--- config.mk ---
export PLATFORM = sky130hd
export DESIGN_NAME = pulse_narrow
export DESIGN_NICKNAME = d
export VERILOG_FILES = /design/src/rtl/pulse_narrow_pkg.sv /design/src/rtl/pulse_narrow_onehot_index.sv /design/src/rtl/pulse_narrow.sv
export SDC_FILE = /design/constraint.sdc
export NUM_CORES = 1
export LEC_CHECK = 0
export BUFFER_PORTS_ARGS = -buffer_cell sky130_fd_sc_hd__buf_4
export CAP_MARGIN = 0
export CORE_MARGIN = 2
export CORE_UTILIZATION = 59
export DETAILED_ROUTE_END_ITERATION = 8
export GPL_TIMING_DRIVEN = 0
export PLACE_DENSITY = 0.83
export SYNTH_ARGS = -nofsm -noshare
export SYNTH_HDL_FRONTEND = slang
export SYNTH_SLANG_ARGS = --single-unit
--- constraint.sdc ---
create_clock -name clk -period 5 [get_ports clk]
set_clock_uncertainty 0.2 [all_clocks]
set_input_delay 1 -clock clk [delete_from_list [all_inputs] [get_ports clk]]
set_output_delay 1 -clock clk [all_outputs]
set_load 0.05 [all_outputs]
--- src/rtl/pulse_narrow_pkg.sv ---
// Shared types and constants for the pulse_narrow digit-line decoder.
// Holds the FSM state enum, error codes and default pulse-width limits.
package pulse_narrow_pkg;

   localparam int DATA_W        = 10;
   localparam int IDX_W         = 4;
   localparam int CNT_W         = 3;
   localparam int DEF_MIN_WIDTH = 2;
   localparam int DEF_MAX_WIDTH = 3;

   typedef enum logic [1:0] {
      ST_IDLE   = 2'd0,
      ST_ACTIVE = 2'd1,
      ST_DRAIN  = 2'd2
   } state_e;

   typedef logic [1:0] err_type_t;

   localparam err_type_t ERR_NONE  = 2'b00;
   localparam err_type_t ERR_CODE  = 2'b01;
   localparam err_type_t ERR_SHORT = 2'b10;
   localparam err_type_t ERR_LONG  = 2'b11;

endpackage

--- src/rtl/pulse_narrow_onehot_index.sv ---
// Combinational classifier for the 10-bit digit line: bit index of the
// highest set bit plus zero / one-hot / multi-hot flags.
module onehot_index
   import pulse_narrow_pkg::*;
(
   input  logic [DATA_W-1:0] data_i,
   output logic [IDX_W-1:0]  idx_o,
   output logic              is_zero_o,
   output logic              is_onehot_o,
   output logic              is_multi_o
);

   logic single_bit;

   always_comb begin
      idx_o = '0;
      for (int i = 0; i < DATA_W; i++) begin
         if (data_i[i]) begin
            idx_o = IDX_W'(i);
         end
      end
   end

   // Clearing the lowest set bit leaves zero only for a power of two.
   assign single_bit  = ((data_i & (data_i - DATA_W'(1))) == '0);
   assign is_zero_o   = (data_i == '0);
   assign is_onehot_o = !is_zero_o && single_bit;
   assign is_multi_o  = !is_zero_o && !single_bit;

endmodule

--- src/rtl/pulse_narrow.sv ---
// Decodes stretched one-hot pulses on a 10-bit digit line into digits,
// rejecting pulses that are too short, too long, multi-hot or change code.
module pulse_narrow
   import pulse_narrow_pkg::*;
#(
   parameter int MIN_WIDTH = DEF_MIN_WIDTH,
   parameter int MAX_WIDTH = DEF_MAX_WIDTH
) (
   input  logic              clk,
   input  logic              rst_n,
   input  logic              enable,
   input  logic [DATA_W-1:0] data_in,
   output logic [IDX_W-1:0]  digit_out,
   output logic              digit_valid,
   output logic              err,
   output logic [1:0]        err_type,
   output logic              busy,
   output state_e            dbg_state
);

   localparam logic [CNT_W-1:0] MIN_CNT = CNT_W'(MIN_WIDTH);
   localparam logic [CNT_W-1:0] MAX_CNT = CNT_W'(MAX_WIDTH);
   localparam logic [CNT_W-1:0] SAT_CNT = CNT_W'(MAX_WIDTH + 1);

   logic [DATA_W-1:0] data_q, data_d;
   state_e            state_q, state_d;
   logic [CNT_W-1:0]  cnt_q, cnt_d;
   logic [IDX_W-1:0]  code_q, code_d;
   logic [IDX_W-1:0]  digit_q, digit_d;
   logic              digit_valid_q, digit_valid_d;
   logic              err_q, err_d;
   err_type_t         err_type_q, err_type_d;
   logic              busy_q, busy_d;

   logic [IDX_W-1:0]  idx;
   logic              is_zero;
   logic              is_onehot;
   logic              is_multi;
   logic              same_code;

   onehot_index u_onehot_index (
      .data_i      (data_q),
      .idx_o       (idx),
      .is_zero_o   (is_zero),
      .is_onehot_o (is_onehot),
      .is_multi_o  (is_multi)
   );

   assign data_d    = enable ? data_in : '0;
   assign same_code = is_onehot && (idx == code_q);

   always_comb begin
      state_d       = state_q;
      cnt_d         = cnt_q;
      code_d        = code_q;
      digit_d       = digit_q;
      digit_valid_d = 1'b0;
      err_d         = 1'b0;
      err_type_d    = err_type_q;

      case (state_q)
         ST_IDLE: begin
            if (is_onehot) begin
               code_d  = idx;
               cnt_d   = CNT_W'(1);
               state_d = ST_ACTIVE;
            end else if (is_multi) begin
               err_d      = 1'b1;
               err_type_d = ERR_CODE;
               state_d    = ST_DRAIN;
            end
         end

         ST_ACTIVE: begin
            if (is_zero) begin
               // End of pulse: cnt holds the number of cycles the code was seen.
               state_d = ST_IDLE;
               if (cnt_q < MIN_CNT) begin
                  err_d      = 1'b1;
                  err_type_d = ERR_SHORT;
               end else if (cnt_q > MAX_CNT) begin
                  err_d      = 1'b1;
                  err_type_d = ERR_LONG;
               end else begin
                  digit_valid_d = 1'b1;
                  digit_d       = code_q;
               end
            end else if (same_code) begin
               if (cnt_q < SAT_CNT) begin
                  cnt_d = cnt_q + CNT_W'(1);
               end
            end else begin
               err_d      = 1'b1;
               err_type_d = ERR_CODE;
               state_d    = ST_DRAIN;
            end
         end

         ST_DRAIN: begin
            if (is_zero) begin
               state_d = ST_IDLE;
            end
         end

         default: begin
            state_d = ST_IDLE;
         end
      endcase

      busy_d = (state_d != ST_IDLE);
   end

   always_ff @(posedge clk or negedge rst_n) begin
      if (!rst_n) begin
         data_q        <= '0;
         state_q       <= ST_IDLE;
         cnt_q         <= '0;
         code_q        <= '0;
         digit_q       <= '0;
         digit_valid_q <= 1'b0;
         err_q         <= 1'b0;
         err_type_q    <= ERR_NONE;
         busy_q        <= 1'b0;
      end else begin
         data_q        <= data_d;
         state_q       <= state_d;
         cnt_q         <= cnt_d;
         code_q        <= code_d;
         digit_q       <= digit_d;
         digit_valid_q <= digit_valid_d;
         err_q         <= err_d;
         err_type_q    <= err_type_d;
         busy_q        <= busy_d;
      end
   end

   assign digit_out   = digit_q;
   assign digit_valid = digit_valid_q;
   assign err         = err_q;
   assign err_type    = err_type_q;
   assign busy        = busy_q;
   assign dbg_state   = state_q;

endmodule

# After elaboration in Yosys (flattened, before gate mapping)

Index checks and enable logic that the tools add are counted.

Add/subtract/negate cells: 2
$lt $le $gt $ge: 3
Eq/ne operators: 11
Mux-type cells: 39
Bitwise gates (word level): 3
Reduce and logical (&&, ||, !) cells: 14

Operators with widths:

| kind                                                                 | number |
|---|---|
| 2-bit 2-to-1 mux                                                     | 13 |
| 3-bit 2-to-1 mux                                                     | 8 |
| 10-bit logical NOT                                                   | 2 |
| 2-bit != test, second input constant                                 | 6 |
| 1-bit 2-to-1 mux                                                     | 11 |
| 10-bit bitwise AND                                                   | 1 |
| 10-bit 2-to-1 mux                                                    | 1 |
| 5-bit AND reduction                                                  | 2 |
| 10-bit by 1-bit subtractor with 10-bit output, second input constant | 1 |
| 4-bit 2-to-1 mux                                                     | 2 |
| 2-bit case mux with 3 select lines                                   | 1 |
| 3-bit case mux with 2 select lines                                   | 1 |
| 4-bit == test                                                        | 1 |
| 4-bit != test, second input constant                                 | 1 |
| 2-bit case mux with 2 select lines                                   | 1 |
| 4-bit AND reduction                                                  | 1 |
| 2-bit nonzero test                                                   | 2 |
| 3-bit by 1-bit adder with 3-bit output, second input constant        | 1 |
| 3-bit by 2-bit > comparator with 1-bit output, second input constant | 1 |
| 1-bit logical AND                                                    | 3 |
| 3-bit by 2-bit < comparator with 1-bit output, second input constant | 1 |
| 3-bit < comparator, second input constant                            | 1 |
| 3-bit by 2-bit != test with 1-bit output, second input constant      | 1 |
| 2-bit by 1-bit == test with 1-bit output, second input constant      | 1 |
| other kinds (6)                                                      | 8 |

Register bits: 28
Output and inout port bits: 11

# Logic depth before layout (Yosys ltp)

Depth in word-level cells: 15
Gate-level depth with buffers: 8

# Hierarchy

A second synthesis with hierarchy kept.

Cells, all modules: 129
Area, all modules: 1442.6 µm²

Modules (own cells, without submodules):

| module       | instances | cells each | area an instance (µm²) | seq. area each (µm²) |
|---|---|---|---|---|
| pulse_narrow | 1         | 100        | 1248.7                 | 700.7 |
| onehot_index | 1         | 29         | 193.9                  | 0.0 |

# Worst setup path before layout

No wires, ideal clock.

Kind: reg2reg
From: register data_q[5]
To: register cnt_q[0]
Setup time: 124 ps
Arrival time: 2044 ps
Required time: 4676 ps
Setup slack: 2633 ps
Cell stages (with the launch flop): 7
Clock period less this slack: 2367 ps
Cell sequence: dfrtp_1 > buf_2 > o31ai_1 > xor2_1 > o31a_4 > or4_4 > o31a_1

Word-level cells in the longest chain between the ends: 9
Elaborated cells on any way between the ends: 17
Those cells by class: 1 x add/sub; 4 x eq/ne; 5 x mux; 1 x bitwise; 6 x reduce/logical

RTL lines:

| item                                                                                  | RTL line            | text |
|---|---|---|
| start: declaration                                                                    | pulse_narrow.sv:25  | `logic [DATA_W-1:0] data_q, data_d;` |
| start signal: assignment                                                              | pulse_narrow.sv:125 | `data_q <= data_d;` |
| branches (longest 8 deep; another with 10-bit by 1-bit subtractor with 10-bit output) | -                   |  |
| 5-bit AND reduction (no source line) *                                                | -                   |  |
| end signal: assignment                                                                | pulse_narrow.sv:127 | `cnt_q <= cnt_d;` |
| end: declaration                                                                      | pulse_narrow.sv:27  | `logic [CNT_W-1:0] cnt_q, cnt_d;` |

Every way passes the cells marked *.
A chain may end at the register's enable or synchronous reset.

# Final worst setup path

Ends and elaborated chain as after synthesis.

==> results.sh <==
export IMPL_run_status="complete, no violations"
export IMPL_grt_max_degree=29
export IMPL_path_clk_slew_ps=140
export IMPL_clkLatencyLatePin_ps=330
export IMPL_placeable_core_region_sq_um=2450
export IMPL_post_route_drc_count=0
export IMPL_port_buffers=23
export IMPL_power_report_internal_total_uw=399
export IMPL_worst_reg2reg_setup_slack_ps=2410
export IMPL_cts_buffers_inserted=3
export IMPL_first_iter_violations=26
export IMPL_rr_endpoint="cnt_q[0]"
export IMPL_synth_xor_xnor_area_share_pct=0.582
export IMPL_critical_path_slowest_cell="sky130_fd_sc_hd__or4_4"
export IMPL_globalplace_congestion=0.883
export IMPL_hold_class="reg2reg"
export IMPL_via_count_of_the_first_global_routing_pass=1179
export IMPL_h_tree_depth=1
export IMPL_crit_buf_inv=1
export IMPL_crit_cells=6
export IMPL_switching_power_share_of_the_total_pct=32.3
export IMPL_setup_total_negative_slack_ps=0
export IMPL_worstPathCellList="buf_2, o31ai_1, xor2_1, o31a_4, or4_4, o31a_1"
export IMPL_critical_path_class="reg2reg"
export IMPL_cp_data_required_time_ps=5030
export IMPL_post_route_cells_drive_above_1_share_pct=24.4
export IMPL_ys_seq_area_share_pct=46.6
export IMPL_detailed_place_hpwl_um=2140
export IMPL_syn_nets=164
export IMPL_clock_root_buffer="sky130_fd_sc_hd__clkbuf_4"
export IMPL_yosys_warnings=0
export IMPL_cts_tree="built"
export IMPL_synthToLayoutAreaGrowth_pct=17.5
export IMPL_number_of_max_cap_violations=0
export IMPL_post_synth_fa_ha_maj_area_fraction_pct=2.41
export IMPL_postSynthRegisterBits=28
export IMPL_timing_critical_path_to="cnt_q[0]"
export IMPL_hold_buf_count_cts=0
export IMPL_rsz_0062_raised_after_global_routing="false"
export IMPL_startpoint_type="flip-flop"
export IMPL_clock_power_share_pct=24.9
export IMPL_static_leakage_nw=0.817
export IMPL_dominantRegCellSynth="sky130_fd_sc_hd__dfrtp_1"
export IMPL_setup_violations=0
export IMPL_postLayoutCoreUtil_pct=72.0
export IMPL_critPathTopFamily="compound AO/OA/AOI/OAI gates"
export IMPL_initial_core_util_pct=61.3
export IMPL_routed_wirelength_um=2820
export IMPL_timing_critical_path_to_type="flip-flop"
export IMPL_finalNonFillerCells=206
export IMPL_gr_usage_all_layers_pct=23.3
export IMPL_cp_arrival_ps=2620
export IMPL_vias_per_cell=5.92
export IMPL_final_antenna_net_count=0
export IMPL_synth_compound_area_share_pct=18.7
export IMPL_largest_family_of_logic_cells_by_synthesized_area="simple AND/OR/NAND/NOR gates"
export IMPL_layout_common_cells="sky130_fd_sc_hd__dfrtp_1, sky130_fd_sc_hd__buf_4, sky130_fd_sc_hd__nor2_1"
export IMPL_postCtsResizedCells=0
export IMPL_crit_path_max_fo=8
export IMPL_worst_slew_pin_transition_ps=537
export IMPL_antenna_found_initial=0
export IMPL_design_portCount=24
export IMPL_powerDensity_nw_per_um2=333
export IMPL_nNetsFinal=192
export IMPL_cts_max_path_buffers=2
export IMPL_layout_cells_most_common="sky130_fd_sc_hd__dfrtp_1"
export IMPL_sequential_share_of_power_pct=48.8
export IMPL_routedWlPerCell_um=13.7
export IMPL_slowest_delay_ps=510
export IMPL_postSynthAreaPerCell_sq_um=10.1
export IMPL_hold_viol=0
export IMPL_antenna_diode_count=0
export IMPL_hold_worst_slack_ps=327
export IMPL_ys_async_sr_fraction_pct=100
export IMPL_slew_violations=0
export IMPL_grt_pass1_wl_um=5070
export IMPL_cp_startpoint="data_q[5]"
export IMPL_max_clock_freq_mhz=386
export IMPL_grt_overflow_total=0
export IMPL_power_switching_uw=190
export IMPL_place_detailed_instances=202
export IMPL_post_layout_total_power_uw=589
export IMPL_worst_r2r_path_depth=6
export IMPL_mapped_area_sq_um=1510
export IMPL_post_synth_num_cell_types=46
export IMPL_slew_headroom_pct=63.3
export IMPL_muxShareOfSynthArea_pct=4.41
export IMPL_core_rowCount=18
export IMPL_dieHeight_um=54.5
export IMPL_layout_min_cycle_time_ps=2590
export IMPL_worst_r2r_startpoint="data_q[5]"
export IMPL_die_x_um=54.5
export IMPL_detailedRoute_firstPassIterationCount=4
export IMPL_ir_worst_vdd_mv=0.225
export IMPL_synth_edff_count=0
export IMPL_die_area_sq_um=2970
export IMPL_period_share_pct=51.9
export IMPL_power_combinational_fraction_pct=26.3
export IMPL_synth_cells=149
export IMPL_cts_repair_timing_setup_buffer_count=0
export IMPL_basic_gate_share_of_the_synthesized_area_counting_and_or_nand_and_nor_cells_pct=24.5
export IMPL_cts_num_sinks=28
export IMPL_vias=1219
cell usage after synthesis (2+ instances only):
cell | number | area, sq um
sky130_fd_sc_hd__o31ai_1 | 4 | 30.0
sky130_fd_sc_hd__or3_1 | 3 | 18.8
sky130_fd_sc_hd__nor2_1 | 15 | 56.3
sky130_fd_sc_hd__nand3_1 | 2 | 10.0
sky130_fd_sc_hd__nor2b_1 | 2 | 12.5
sky130_fd_sc_hd__nor3_1 | 4 | 20.0
sky130_fd_sc_hd__and2_1 | 11 | 68.8
sky130_fd_sc_hd__inv_1 | 4 | 15.0
sky130_fd_sc_hd__ha_1 | 2 | 25.0
sky130_fd_sc_hd__o21ai_1 | 2 | 10.0
sky130_fd_sc_hd__o31a_1 | 3 | 26.3
sky130_fd_sc_hd__nand2_1 | 13 | 48.8
sky130_fd_sc_hd__a31oi_1 | 2 | 12.5
sky130_fd_sc_hd__o21ai_0 | 6 | 30.0
sky130_fd_sc_hd__clkbuf_1 | 3 | 11.3
sky130_fd_sc_hd__o211ai_1 | 5 | 37.5
sky130_fd_sc_hd__a211oi_1 | 2 | 15.0
sky130_fd_sc_hd__a21oi_1 | 4 | 20.0
sky130_fd_sc_hd__or2_2 | 2 | 12.5
sky130_fd_sc_hd__nor4_4 | 2 | 42.5
sky130_fd_sc_hd__mux2_2 | 5 | 56.3
sky130_fd_sc_hd__dfrtp_1 | 28 | 701
sky130_fd_sc_hd__a2111o_1 | 2 | 22.5
routing by layer:
metal / up-vias / wire (um) / track usage, %
met1: 566 / 1190 / 27.5
met3: 9 / 150 / 3.01
met5: - / 0 / 0
met4: 0 / 50 / 9.58
li1: 597 / - / -
met2: 47 / 1430 / 42.2
registers in the layout, indices dropped and copies added, names as in the netlist:
name	count
code_q	4
err	1
data_q	10
digit_valid	1
digit_out	4
err_type	2
busy	1
dbg_state	2
cnt_q	3
worst register-to-register path, cell delays in order (launching register included):
cell	delay, ps
sky130_fd_sc_hd__dfrtp_1	380
sky130_fd_sc_hd__buf_2	170
sky130_fd_sc_hd__o31ai_1	400
sky130_fd_sc_hd__xor2_1	190
sky130_fd_sc_hd__o31a_4	380
sky130_fd_sc_hd__or4_4	510
sky130_fd_sc_hd__o31a_1	260
through the flow:
stage / cell area, sq um / setup slack (ps)
after detailed placement: 1720 / 2430
after floorplan: 1510 / 2630
after global routing: 1770 / 2310
after global placement: 1720 / 2490
final: 1770 / 2410
after CTS: 1770 / 2400
cell type report:
type                    count  area (sq um)
plain buffers               5          27.5
inverters                   4          15.0
flip-flops and latches     28           701
repair buffers             23           173
clock buffers               3          22.5
well taps                  30          37.5
clock inverters             1          30.0
fillers                   182           687
multi-input cells         112           762
cells by family after synthesis:
kind of cell | after synthesis
AND/OR/NAND/NOR | 64
AO/OA/AOI/OAI | 38
flip-flops | 28
buffers and inverters | 9
multiplexers | 6
adder cells (fa/ha/maj) | 3
XOR/XNOR | 1
power groups by stage:
stage / Combinational [mW] / Clock [mW] / Sequential, mW
after CTS: 0.155 / 0.149 / 0.287
after detailed placement: 0.154 / 0 / 0.291
after global routing: 0.176 / 0.160 / 0.292
after floorplan: 0.0990 / 0 / 0.298
final: 0.155 / 0.147 / 0.287
after global placement: 0.148 / 0 / 0.288
worst min path at each step:
| stage | startpoint | to | slack [ps] | cells after the start |
|---|---|---|---|---|
| after global placement | digit_out[0] | digit_out[0] | 290 | 1 |
| after floorplan | code_q[3] | code_q[3] | 280 | 2 |
| final | digit_out[0] | digit_out[0] | 330 | 1 |
| after global routing | rst_n | busy | 360 | 1 |
| after detailed placement | digit_out[0] | digit_out[0] | 300 | 1 |
| after CTS | digit_out[0] | digit_out[0] | 330 | 1 |
Note: power is estimated with default switching activity, not from simulation.
